File: config.mk
export PLATFORM = sky130hd
export DESIGN_NAME = iso7816_3_t0_tpdu_master
export DESIGN_NICKNAME = d
export VERILOG_FILES = /design/src/rtl/iso7816_3_t0_tpdu_master.sv
export SDC_FILE = /design/constraint.sdc
export NUM_CORES = 1
export LEC_CHECK = 0
export CAP_MARGIN = 20
export CORE_UTILIZATION = 53
export DETAILED_ROUTE_END_ITERATION = 7
export GPL_TIMING_DRIVEN = 0
export HOLD_SLACK_MARGIN = 0.06
export PLACE_DENSITY_LB_ADDON = 0.1
export SYNTH_ARGS = -nofsm -noshare
export SYNTH_HDL_FRONTEND = slang
export SYNTH_SLANG_ARGS = --single-unit
File: constraint.sdc
create_clock -name clk -period 4.86 [get_ports clk]
set_clock_uncertainty 0.15 [all_clocks]
set_input_delay 0.729 -clock clk [delete_from_list [all_inputs] [get_ports clk]]
set_output_delay 0.729 -clock clk [all_outputs]
set_load 0.05 [all_outputs]
File: src/rtl/iso7816_3_t0_tpdu_master.sv
// Terminal-side ISO7816-3 T=0 TPDU engine: sends the 5-byte header, follows procedure bytes,
// moves command/response data between host and card, and returns SW1/SW2 with an error code.
module iso7816_3_t0_tpdu_master #(
  parameter int WT_WIDTH = 24
) (
  input  logic                clk,
  input  logic                reset,
  input  logic                cmdStart,
  input  logic [39:0]         cmdHeader,
  input  logic                cmdIsWrite,
  input  logic [WT_WIDTH-1:0] wtCycles,
  output logic [7:0]          txData,
  output logic                txValid,
  input  logic                txReady,
  input  logic [7:0]          rxData,
  input  logic                rxValid,
  input  logic                rxError,
  input  logic [7:0]          hostData,
  input  logic                hostValid,
  output logic                hostReady,
  output logic [7:0]          cardData,
  output logic                cardValid,
  output logic                busy,
  output logic                done,
  output logic [15:0]         sw,
  output logic [2:0]          errCode
);

  typedef enum logic [2:0] {
    S_IDLE, S_TX_HDR, S_WAIT_PB, S_TX_DATA, S_RX_DATA, S_WAIT_SW2, S_ERROR, S_DONE
  } state_t;

  typedef enum logic [2:0] {
    ERR_OK = 3'd0, ERR_TIMEOUT = 3'd1, ERR_BAD_PB = 3'd2, ERR_RX = 3'd3, ERR_NO_DATA = 3'd4
  } err_t;

  state_t              r_state;
  logic [39:0]         r_hdr;
  logic                r_is_write;
  logic [2:0]          r_hdr_idx;
  logic [8:0]          r_rem;
  logic                r_xfer_all;
  logic [WT_WIDTH-1:0] r_wt;
  err_t                r_err_pend;
  logic [7:0]          r_tx_data;
  logic                r_tx_valid;
  logic                r_host_ready;
  logic [7:0]          r_card_data;
  logic                r_card_valid;
  logic                r_busy;
  logic                r_done;
  logic [15:0]         r_sw;
  logic [2:0]          r_err_code;

  logic [7:0]          w_ins;
  logic [8:0]          w_rem_dec;
  logic [WT_WIDTH:0]   w_wt_inc;
  logic                w_wt_expired;
  logic                w_rx_state;
  logic                w_more;

  assign w_ins        = r_hdr[31:24];
  assign w_rem_dec    = (r_rem != 9'd0) ? r_rem - 9'd1 : r_rem;
  assign w_wt_inc     = {1'b0, r_wt} + {{WT_WIDTH{1'b0}}, 1'b1};
  assign w_wt_expired = w_wt_inc >= {1'b0, wtCycles};
  assign w_rx_state   = (r_state == S_WAIT_PB) || (r_state == S_RX_DATA) || (r_state == S_WAIT_SW2);
  assign w_more       = r_xfer_all && (w_rem_dec != 9'd0);

  function automatic logic [7:0] hdr_byte(input logic [39:0] hdr, input logic [2:0] idx);
    case (idx)
      3'd0:    hdr_byte = hdr[39:32];
      3'd1:    hdr_byte = hdr[31:24];
      3'd2:    hdr_byte = hdr[23:16];
      3'd3:    hdr_byte = hdr[15:8];
      3'd4:    hdr_byte = hdr[7:0];
      default: hdr_byte = 8'h00;
    endcase
  endfunction

  always_ff @(posedge clk) begin
    if (reset) begin
      r_state      <= S_IDLE;
      r_hdr        <= '0;
      r_is_write   <= 1'b0;
      r_hdr_idx    <= '0;
      r_rem        <= '0;
      r_xfer_all   <= 1'b0;
      r_wt         <= '0;
      r_err_pend   <= ERR_OK;
      r_tx_data    <= '0;
      r_tx_valid   <= 1'b0;
      r_host_ready <= 1'b0;
      r_card_data  <= '0;
      r_card_valid <= 1'b0;
      r_busy       <= 1'b0;
      r_done       <= 1'b0;
      r_sw         <= '0;
      r_err_code   <= '0;
    end else begin
      // NOTE: strobes default low here with non-blocking assignments; a branch below that raises
      // one overrides this default, so each pulse lasts exactly one cycle without extra logic.
      r_host_ready <= 1'b0;
      r_card_valid <= 1'b0;
      r_done       <= 1'b0;

      if (w_rx_state && rxError) begin
        r_err_pend <= ERR_RX;
        r_state    <= S_ERROR;
      end else if (w_rx_state && !rxValid && w_wt_expired) begin
        r_err_pend <= ERR_TIMEOUT;
        r_state    <= S_ERROR;
      end else begin
        if (w_rx_state) r_wt <= rxValid ? '0 : w_wt_inc[WT_WIDTH-1:0];
        case (r_state)
          S_IDLE: if (cmdStart) begin
            r_hdr      <= cmdHeader;
            r_is_write <= cmdIsWrite;
            r_hdr_idx  <= '0;
            r_err_code <= ERR_OK;
            r_sw       <= '0;
            r_tx_data  <= cmdHeader[39:32];
            r_tx_valid <= 1'b1;
            r_busy     <= 1'b1;
            // Read with P3=0 asks for the full 256-byte response.
            r_rem      <= (!cmdIsWrite && cmdHeader[7:0] == 8'h00) ? 9'd256 : {1'b0, cmdHeader[7:0]};
            r_state    <= S_TX_HDR;
          end
          S_TX_HDR: if (txReady) begin
            if (r_hdr_idx == 3'd4) begin
              r_tx_valid <= 1'b0;
              r_wt       <= '0;
              r_state    <= S_WAIT_PB;
            end else begin
              r_hdr_idx <= r_hdr_idx + 3'd1;
              r_tx_data <= hdr_byte(r_hdr, r_hdr_idx + 3'd1);
            end
          end
          S_WAIT_PB: if (rxValid) begin
            if (rxData == 8'h60) begin
              r_state <= S_WAIT_PB;
            end else if (rxData[7:4] == 4'h6 || rxData[7:4] == 4'h9) begin
              r_sw[15:8] <= rxData;
              r_state    <= S_WAIT_SW2;
            end else if (rxData == w_ins || rxData == ~w_ins) begin
              if (r_rem == 9'd0) begin
                r_err_pend <= ERR_NO_DATA;
                r_state    <= S_ERROR;
              end else begin
                r_xfer_all <= (rxData == w_ins);
                r_state    <= r_is_write ? S_TX_DATA : S_RX_DATA;
              end
            end else begin
              r_err_pend <= ERR_BAD_PB;
              r_state    <= S_ERROR;
            end
          end
          S_TX_DATA: begin
            if (!r_tx_valid) begin
              if (hostValid) begin
                r_tx_data    <= hostData;
                r_tx_valid   <= 1'b1;
                r_host_ready <= 1'b1;
              end
            end else if (txReady) begin
              r_tx_valid <= 1'b0;
              r_rem      <= w_rem_dec;
              if (!w_more) begin
                r_wt    <= '0;
                r_state <= S_WAIT_PB;
              end
            end
          end
          S_RX_DATA: if (rxValid) begin
            r_card_data  <= rxData;
            r_card_valid <= 1'b1;
            r_rem        <= w_rem_dec;
            if (!w_more) r_state <= S_WAIT_PB;
          end
          S_WAIT_SW2: if (rxValid) begin
            r_sw[7:0] <= rxData;
            r_state   <= S_DONE;
          end
          S_ERROR: begin
            r_err_code <= r_err_pend;
            r_state    <= S_DONE;
          end
          S_DONE: begin
            r_done  <= 1'b1;
            r_busy  <= 1'b0;
            r_state <= S_IDLE;
          end
          default: r_state <= S_IDLE;
        endcase
      end
    end
  end

  assign txData    = r_tx_data;
  assign txValid   = r_tx_valid;
  assign hostReady = r_host_ready;
  assign cardData  = r_card_data;
  assign cardValid = r_card_valid;
  assign busy      = r_busy;
  assign done      = r_done;
  assign sw        = r_sw;
  assign errCode   = r_err_code;

endmodule

# After elaboration in Yosys (flattened, before gate mapping)
# Cells that the tools add are included.
[op_classes] add_sub_neg=3 n_lt_le_gt_ge=1 n_eq_ne=42 n_mux=69 bitwise=8 n_reduce_logical=45
[ops] cell="$mux 24" n=7
[ops] cell="$mux 8" n=9
[ops] cell="$mux 3" n=21
[ops] cell="$mux 9" n=6
[ops] cell="$pmux 24 s2" n=1
[ops] cell="$pmux 8 s5" n=1
[ops] cell="$pmux 8 s2" n=2
[ops] cell="$reduce_and 8->1" n=4
[ops] cell="$pmux 9 s3" n=1
[ops] cell="$add 24x1->25 const B" n=1
[ops] cell="$ge 25x24->1" n=1
[ops] cell="$ne 2x2->1 const B" n=12
[ops] cell="$pmux 3 s8" n=1
[ops] cell="$pmux 8 s3" n=1
[ops] cell="$ne 4x4->1 const B" n=5
[ops] cell="$eq 3x3->1 const B" n=6
[ops] cell="$reduce_bool 9->1" n=2
[ops] cell="$eq 8x8->1" n=2
[ops] cell="$mux 16" n=1
[ops] cell="$reduce_and 4->1" n=4
[ops] cell="$reduce_and 5->1" n=3
[ops] cell="$reduce_and 7->1" n=2
[ops] cell="$eq 3x2->1 const B" n=4
[ops] cell="$mux 2" n=6
[ops] cell="other kinds (29)" n=65
[totals] regBits=124 inputBits=88 out_inout_bits=40 wordCells=188

# Logic depth before layout (Yosys ltp)
[logic_depth] depth_word=10 mapped_depth=17 depth_no_buf=14

# Worst setup path before layout
# Ideal clock, no wire load.
[synth_timing] path_kind="flip-flop to flip-flop" startpoint="register r_wt[0]" endpoint="register r_wt[6]" setup_ns=0.095 t_arrival_ns=3.998 t_required_ns=4.615 slack_ns=0.616 path_stages_with_launch=18 path_buffers=3 synth_period_minus_slack_ns=4.244 cell_sequence="dfxtp_1 -> ha_1 -> nand3_1 -> or4_1 -> buf_2 -> or2_1 -> buf_2 -> nor2_1 -> xnor2_1 -> ha_1 -> nand4_1 -> nor2_1 -> a221oi_1 -> o211ai_2 -> or3_1 -> buf_2 -> or3_1 -> a221oi_1"
[synth_between] elab_chain_len=7 elab_cells_between_ends=13 cone_classes="1 x add/sub; 1 x order compare; 8 x mux; 1 x bitwise; 2 x reduce/logical"
[synth_rtl] element="start, declared" line_no="43" source="logic [WT_WIDTH-1:0] r_wt;"
[synth_rtl] element="start signal, assigned" line_no="113" source="if (w_rx_state) r_wt <= rxValid ? '0 : w_wt_inc[WT_WIDTH-1:0];"
[synth_rtl] element="$add 24x1->25 *" line_no="64" source="assign w_wt_inc = {1'b0, r_wt} + {{WT_WIDTH{1'b0}}, 1'b1};"
[synth_rtl] element="branches (longest 6 deep; another with $ge 25x24->1)"
# Every way passes the cells marked *.
# A chain may end at the register's enable or synchronous reset.

# Worst setup path after layout
[layout_timing] startpoint="register r_wt[1]" endpoint="register r_wt[6]"
# Same word-level chain as after synthesis.

==> impl_metrics.tcl <==
set metrics [dict create \
    status "finished clean" \
    numCtsBuffers 17 \
    clockBufferDepth 2 \
    ys_top_cells_by_area "dfxtp_1, nand2_1, ha_1, a21oi_1, nand2b_1" \
    async_flop_share_pct 0 \
    seqPwrFrac_pct 30.7 \
    synth_edf_count 0 \
    yosysUniqueCellTypes 67 \
    worstHoldStart "r_hdr[15]" \
    area_growth_pct 30.4 \
    r2r_cells 17 \
    drt_first_pass_iters 5 \
    synth_area_mm2 0.00717 \
    stdcell_area_mm2 0.00935 \
    final_core_util_pct 70.8 \
    final_cell_mix "nand2_1, clkdlybuf4s50_1, dfxtp_1, a21oi_1, nor2_1" \
    ir_drop_v 0.000401 \
    io_pins 128 \
    placed_area_mm2 0.00866 \
    rrSetupSlack_ns 0.25 \
    die_x_um 118 \
    grt_pass1_vias 6530 \
    slowest_stage "or4_1" \
    timing.rr.start "r_wt[1]" \
    hpwl_um 15600 \
    drive_gt1_share_pct 6.29 \
    wire_per_inst_um 16.8 \
    clkTransAtPathRegs_ns 0.06 \
    placed_cells 1222 \
    fin_hold_ws_ns 0.310 \
    drt_iter0_drc 634 \
    cts_tree "yes" \
    worst-slew-pin-transition_ns 1.04 \
    nets 1189 \
    insertion_delay_ns 0.43 \
    core_area_mm2 0.0132 \
    ys.flop_type "dfxtp_1" \
    cp-end-kind "flip-flop" \
    leakage_nw 3.46 \
    drc_errors 0 \
    p_per_area_mw_per_mm2 447 \
    io_buffers 127 \
    track_usage_pct 30.3 \
    worstPathCellList "ha_4 > nand3_4 > or4_1 > buf_2 > or2_1 > buf_2 > nor2_2 > xnor2_2 > ha_1 > nand4_1 > nor2_1 > a221oi_2 > o211ai_4 > or3_1 > buf_2 > or3_1 > a221oi_1" \
    setup_violations 0 \
    finalNonFillerCells 1257 \
    max_stage_delay_ns 0.51 \
    period_needed_ns 4.61 \
    syn_area_per_cell_um2 7.80 \
    fmax_mhz 217 \
    crit_top_cell "buf_2" \
    ys_ff_latch 124 \
    relSlewSlack_pct 30.7 \
    worstReg2RegEnd "r_wt[6]" \
    hold_class "flip-flop to flip-flop" \
    via_per_inst 5.69 \
    finalMaxSlewViolations 0 \
    start_util_pct 54.3 \
    switching_share_pct 39.1 \
    criticalPathCategory "flip-flop to flip-flop" \
    synth_nets 1040 \
    grt_max_degree 17 \
    hold_viol 0 \
    die_y_um 118 \
    synth_area_leader_cell "dfxtp_1" \
    p_int_w 0.00254 \
    synth_top_area_share_pct 34.6 \
    comb_power_share_pct 38.2 \
    ant_nets 0 \
    antenna_cells 0 \
    hold_buffers 0 \
    crit_path_start_kind "flip-flop" \
    clockPowerShare_pct 31.1 \
    min_period_over_period_pct 94.8 \
    setup_slack_ns 0.253 \
    dp_slack_ns -0.110 \
    ys_seq_area_share_pct 34.6 \
    clock-sinks 124 \
    cp.arrival_ns 4.78 \
    p_sw_w 0.00163 \
    grt_pass1_wl_um 33200 \
    root_buffer "clkbuf_16" \
    cap_violations 0 \
    grt_setup_unrepaired "false" \
    final_common_cell "nand2_1" \
    critical_path_required_ns 5.03 \
    routed_wl_um 21100 \
    antenna_found_initial 0 \
    grt_overflow 0 \
    num_vias 7152 \
    crit_fanout 10 \
    cts_max_level 4 \
    synth_cells 919 \
    num_rows 42 \
    yosysWarnings 0 \
    hold-path-cell-count 2 \
    hold_end "r_hdr[15]" \
    dieArea_mm2 0.0140 \
    gp_congestion 0.931 \
]
cells by family (layout without fill, tap and decap cells):
| kind of cell | Yosys count | after routing | share of synthesized area [%] |
|---|---|---|---|
| buffers and inverters | 103 | 265 | 5.64 |
| AO/OA/AOI/OAI | 232 | 232 | 22.3 |
| adder cells (fa/ha/maj) | 33 | 33 | 5.76 |
| multiplexers | 24 | 24 | 3.39 |
| XOR/XNOR | 29 | 29 | 3.54 |
| AND/OR/NAND/NOR | 374 | 374 | 24.8 |
| flip-flops | 124 | 124 | 34.6 |
critical path, delay by kind of cell, from the launching register on:
family | cells | cell delay [ns]
AND/OR/NAND/NOR | 8 | 1.91
AO/OA/AOI/OAI | 3 | 0.89
buffers and inverters | 3 | 0.53
adder cells (fa/ha/maj) | 2 | 0.45
flip-flops | 1 | 0.41
XOR/XNOR | 1 | 0.14
cell usage after synthesis, types with 3 or more instances:
library cell  count
o21a_1            4
nor2_1           57
a22o_1           14
a21oi_1          78
nand4_1          12
o21ai_0          37
inv_1            48
nand3_1          28
o31ai_1           6
nor2b_1           7
and2_1            4
dfxtp_1         124
a21o_1            4
o41ai_1           4
a211oi_1          9
o211ai_1          4
nor4_1           10
a222oi_1          9
xnor2_1          20
nand2_1         166
nand3b_1          3
a31oi_1           5
o31ai_4           3
or4_1             5
xor2_1            9
clkbuf_1         47
nand2b_1         41
nor3_1           17
o21ai_1          10
buf_2             5
mux2i_1          22
ha_1             33
and4_1            4
or3_1             8
a221oi_1          5
o21bai_1          3
a22oi_1          15
how the worst max path moves through the flow:
stage	start	end	slack [ns]	depth (start not counted)
after CTS	r_wt[0]	r_wt[6]	0.03	17
after global placement	r_wt[0]	r_wt[6]	-0.09	17
after floorplan	r_wt[0]	r_wt[6]	0.62	17
after detailed placement	r_wt[0]	r_wt[6]	-0.11	17
after global routing	r_wt[2]	r_wt[6]	0.009	13
final	r_wt[1]	r_wt[6]	0.25	17
area by class of cell:
type                            count  area, um^2
Sequential cell                   124        2480
Clock buffer                       21         470
Buffer                             54         220
Timing Repair Buffer              131        1300
Tap cell                          176         220
Multi-Input combinational cell    692        4340
Inverter                           48         180
Clock inverter                     11         133
Fill cell                        1087        3840
what timing repair did:
item	4_1_cts	5_1_grt
hold endpoints to repair	0	0
setup buffers	0	4
setup endpoints to repair	18	46
gates resized for setup	2	8
pin swaps	0	3
routing by layer:
layer  track usage (%)  share of wire, %  vias to the layer above
li1                  -                 -                     3545
met1              37.6                42                     3312
met2              51.0                49                      255
met3              5.84               6.1                       40
met4              13.0               2.8                        0
met5                 0                 0                        -
flip-flops by register name (all words and copies together), names as in the netlist, 3 cells and up:
register / cells
r_hdr: 40
r_wt: 24
sw: 16
r_rem: 9
cardData: 8
txData: 8
errCode: 3
r_err_pend: 3
r_hdr_idx: 3
r_state: 3
power groups by stage:
| stage | Sequential [W] | Combinational, W | Clock (W) |
|---|---|---|---|
| 2_1_floorplan | 0.00136 | 0.00102 | 0 |
| 3_3_place_gp | 0.00129 | 0.00154 | 0 |
| 3_5_place_dp | 0.00129 | 0.00155 | 0 |
| 4_1_cts | 0.00127 | 0.00156 | 0.00130 |
| 5_1_grt | 0.00130 | 0.00174 | 0.00135 |
| 6_report | 0.00128 | 0.00160 | 0.00130 |
metrics by stage:
stage | total power, W | TNS [ns]
6_report | 0.00418 | 0
5_1_grt | 0.00439 | 0
4_1_cts | 0.00414 | 0
3_5_place_dp | 0.00284 | -0.313
3_3_place_gp | 0.00283 | -0.535
2_1_floorplan | 0.00238 | 0
No activity file was read; power rests on OpenSTA's default activity.
==> RTL change 1, RTL diff (same settings) <==
Re-encode `state_t` (8 states) as Gray code, 3 bits wide.
--- a/src/rtl/iso7816_3_t0_tpdu_master.sv
+++ b/src/rtl/iso7816_3_t0_tpdu_master.sv
@@ -27,7 +27,7 @@
 );
 
   typedef enum logic [2:0] {
-    S_IDLE, S_TX_HDR, S_WAIT_PB, S_TX_DATA, S_RX_DATA, S_WAIT_SW2, S_ERROR, S_DONE
+    S_IDLE = 3'b000, S_TX_HDR = 3'b001, S_WAIT_PB = 3'b011, S_TX_DATA = 3'b010, S_RX_DATA = 3'b110, S_WAIT_SW2 = 3'b111, S_ERROR = 3'b101, S_DONE = 3'b100
   } state_t;
 
   typedef enum logic [2:0] {
Function: no difference found for any inputs over 4 cycles, from zero or initial values and one cycle with reset high; so few cycles prove little.
==> RTL change 1 against the original RTL <==
  * Via count decreased by 1.3%
  * Final area fell by 2.2%
  * Largest cell class unchanged
  * Wire length down 0.54%
  * Worst setup slack better by 0.023 ns
  * Utilization up 1.0 points
  * First-iteration DRC count rose by 53%
  * Synthesized area is 2.7% lower
  * Fmax up 0.51%
  * Non-clock buffer count rose by 3
  * Sequential cell count stayed put
Power is not compared: it rests on default switching activity, and its combinational part moved more than twofold at a synthesized area within 25%.
==> RTL change 1: results (changes against the original RTL) <==
- Global-route track usage on met2: 0.464 (was 0.510)
- Mapped Nets: 1,003 (was 1,040)
- Met2 routed WL: 8930 um (was 10,300 um)
- First-pass GRT wire length: 33,100 um (was 33,200 um)
- Met1 Track Usage GR: 0.452 (was 0.376)
- Critical path's slowest cell: and3_1 (was or4_1)
- Clock buffer depth: 2 (unchanged)
- HP Start: r_hdr[20]$_SDFFE_PP0P_ (was r_hdr[15]$_SDFFE_PP0P_)
- Sequential area share after synthesis: 0.356 (was 0.346)
- Clock Latency Late Sink: between 0.4 and 0.5 ns
- Fill count: 1,090 (was 1,087)
- Synth area leaders: dfxtp_1 36%, nand2_1 8.7%, a21oi_1 6.6% (was dfxtp_1 35%, nand2_1 8.7%, ha_1 5.8%)
- Number of global-route vias before repair: 6,663 (was 6,530)
- Antenna cells: 0 (unchanged)
- Most frequent cells after synthesis: 161 x nand2_1, 124 x dfxtp_1, 92 x a21oi_1 (was 166 x nand2_1, 124 x dfxtp_1, 78 x a21oi_1)
- Worst IR drop on VDD: 254 uV
- Max_slew headroom: 0.360 (was 0.307)
- Share of layout cells above drive strength 1: 0.0614 (was 0.0629)
- Initial core utilization: 0.548 (was 0.543)
- Hpwl dp: 15,200 um (was 15,600 um)
- Vias/cell: 5.81 (was 5.69)
- Tot GR Track Use: 0.319 (was 0.303)
- Gp weighted congestion: 0.919 (was 0.931)
- Status: finished, final reports clean (unchanged)
- Layout Nets: 1,151 (was 1,189)
- Crit-path max FO: 8 (was 10)
- Met3 usage: 0.0815 (was 0.0584)
- WL met1: 9600 um (was 8900 um)
- Crit path launch: r_wt[6]$_SDFFE_PP0P_ (was r_wt[1]$_SDFFE_PP0P_)
- Post-synth cell types: 70 (was 67)
- Yosys warns: 0 (unchanged)
- 1st-iter DRT viols: 971 (was 634)
- Top Layer Used: met4 (unchanged)
- PortBufs: 127 (unchanged)
- Max stage delay on crit path: 0.39 ns (was 0.51 ns)
- Total Routed Length: 21,000 um (was 21,100 um)
- Synth async-reset ratio: 0 (unchanged)
- Met3 WL post-DR: 1930 um (was 1290 um)
- First-pass DRT Iterations: 8 (was 5)
- Crit path arrival time: 4.74 ns (was 4.78 ns)
- Clock-pin slew on the worst setup and hold paths: 0.06 ns (about the same)
-- RTL change 1: metrics by stage --
step | area, um^2 | instances | setup slack, ns
after CTS | 9100 | 1214 | 0.000863
final | 9140 | 1215 | 0.276
after global placement | 8460 | 1181 | 0.0449
after floorplan | 6980 | 882 | 0.987
after global routing | 9140 | 1215 | -0.0172
after detailed placement | 8470 | 1182 | 0.0496
-- RTL change 1: logic make-up (layout without fill, tap and decap cells) --
group | after synthesis | in the layout | synth area share
compound gates | 247 | 247 | 0.238
xor+xnor | 30 | 30 | 0.0377
fa+ha+maj | 33 | 33 | 0.0592
buf+inv | 98 | 259 | 0.0603
flops | 124 | 124 | 0.356
mux | 12 | 12 | 0.0174
simple gates | 338 | 338 | 0.232
-- RTL change 1: repair_timing --
item,in CTS,in global routing
setup endpoints to repair,0,46
endpoints found under the hold margin,0,0
resized for setup,0,4
setup buffers,0,2
-- RTL change 1: power by group --
part | internal (mW) | leakage, nW | switching (mW) | total (mW)
logic | 0.232 | 2.17 | 0.343 | 0.575
clock network | 0.874 | 0.304 | 0.482 | 1.36
registers | 1.07 | 1.01 | 0.0443 | 1.11
total | 2.18 | 3.48 | 0.870 | 3.05
-- RTL change 1: final cells by class --
cell class / count / area share
plain buffers: 58 / 0.0296
clock buffers: 19 / 0.0485
well taps: 172 / 0.0235
clock inverters: 13 / 0.0207
inverters: 39 / 0.0160
repair buffers: 130 / 0.142
multi-input cells: 660 / 0.449
flip-flops and latches: 124 / 0.272
-- RTL change 1: final timing paths --
kind,slack (ns),to,depth (start not counted)
setup / recovery,0.28,sw[12]$_SDFFE_PP0P_,15
setup reg to reg,0.28,sw[12]$_SDFFE_PP0P_,15
hold / removal,0.31,r_hdr[20]$_SDFFE_PP0P_,2
hold reg to reg,0.31,r_hdr[20]$_SDFFE_PP0P_,2
==> RTL change 2, RTL diff (config.mk and constraints unchanged) <==
Made on the original files. `WT_WIDTH`: 24 -> 28.
--- a/src/rtl/iso7816_3_t0_tpdu_master.sv
+++ b/src/rtl/iso7816_3_t0_tpdu_master.sv
@@ -1,7 +1,7 @@
 // Terminal-side ISO7816-3 T=0 TPDU engine: sends the 5-byte header, follows procedure bytes,
 // moves command/response data between host and card, and returns SW1/SW2 with an error code.
 module iso7816_3_t0_tpdu_master #(
-  parameter int WT_WIDTH = 24
+  parameter int WT_WIDTH = 28
 ) (
   input  logic                clk,
   input  logic                reset,
Interface: changed (resized wtCycles); port bits go from 128 to 132. No check against the original RTL was run, so the function may have changed too.
==> RTL change 2 against the original RTL <==
  * Cell count up 2.5%
  * Non-clock buffer count up 15
  * Highest routed layer unchanged
  * Total power up 2.7%
  * Synthesized cell count up 3.6%
  * Sequential cell count up 4
  * Synthesized area up 3.4%
  * Wire length up 0.93%
  * First-iteration DRC count up 32%
  * Fmax down 0.27%
  * Worst setup slack worse by 0.013 ns
  * Final area up 2.6%
  * Worst hold slack worse by 0.0051 ns
  * Critical path type unchanged
==> RTL change 2: results (changes against the original RTL) <==
- Critical Path End: r_wt[17]$_SDFFE_PP0P_ (was r_wt[6]$_SDFFE_PP0P_)
- Via count: 7,541 (was 7,152)
- Worst R2R Start: r_wt[0]$_SDFFE_PP0P_ (was r_wt[1]$_SDFFE_PP0P_)
- Status: finished, final reports clean (unchanged)
- Layout Nets: 1,233 (was 1,189)
- Hpwl dp: 15,600 um (about the same)
- Routed wire per std cell: 16.5 um (was 16.8 um)
- Buffering overhead: 0.166 (was 0.163)
- Leakage: 3.80 nW (was 3.46 nW)
- Sequential area share after synthesis: 0.346 (about the same)
- Worst-case reg-to-reg path depth: 15 (was 17)
- Multi-input comb cells: 719 (was 692)
- Number of global-route vias before repair: 6,719 (was 6,530)
- Mapped Nets: 1,081 (was 1,040)
- Share of layout cells above drive strength 1: 0.0476 (was 0.0629)
- HP Start: r_hdr[12]$_SDFFE_PP0P_ (was r_hdr[15]$_SDFFE_PP0P_)
- PortBufs: 130 (was 127)
- Fraction of power spent switching nets: 0.393 (was 0.391)
- First-pass GRT wire length: 33,800 um (was 33,200 um)
- Seq Cell Count: 128 (was 124)
- Clk tree area frac: 0.0562 (was 0.0645)
- Post-route insts no fill: 1,289 (was 1,257)
- Most frequent cells after synthesis: 175 x nand2_1, 128 x dfxtp_1, 77 x a21oi_1 (was 166 x nand2_1, 124 x dfxtp_1, 78 x a21oi_1)
- Worst IR drop on VDD: 372 uV (was 401 uV)
- Number of signal-net buffers in the layout: 200 (was 185)
- Power Total: 4.29 mW (was 4.18 mW)
- Nonclk inv count: 38 (was 48)
==> RTL change 2: metrics by stage <==
stage	utilization	TNS (ns)	setup slack [ns]	instance area, um^2	hold slack [ns]
3_5_place_dp	0.664	-25.52	-0.919	8930	0.296
6_report	0.713	0	0.240	9590	0.305
5_1_grt	0.713	0	0.0156	9590	0.318
2_1_floorplan	-	0	0.545	7410	0.286
4_1_cts	0.707	0	0.0704	9510	0.303
3_3_place_gp	0.664	-23.48	-0.898	8930	0.292
==> RTL change 2: cell families (layout without fill, tap and decap cells) <==
kind of cell	Yosys count	count (layout)	synth area share
mux	32	32	0.0432
simple gates	364	364	0.225
fa+ha+maj	37	37	0.0625
compound gates	252	252	0.228
flops	128	128	0.346
buf+inv	105	266	0.0544
xor+xnor	34	34	0.0402
==> RTL change 2: routing by layer <==
layer	vias to the layer above	wire length [um]	GRT usage
li1	3677	-	-
met4	0	258	0.0787
met5	-	0	0
met3	21	2030	0.0755
met2	318	9250	0.440
met1	3525	9720	0.432
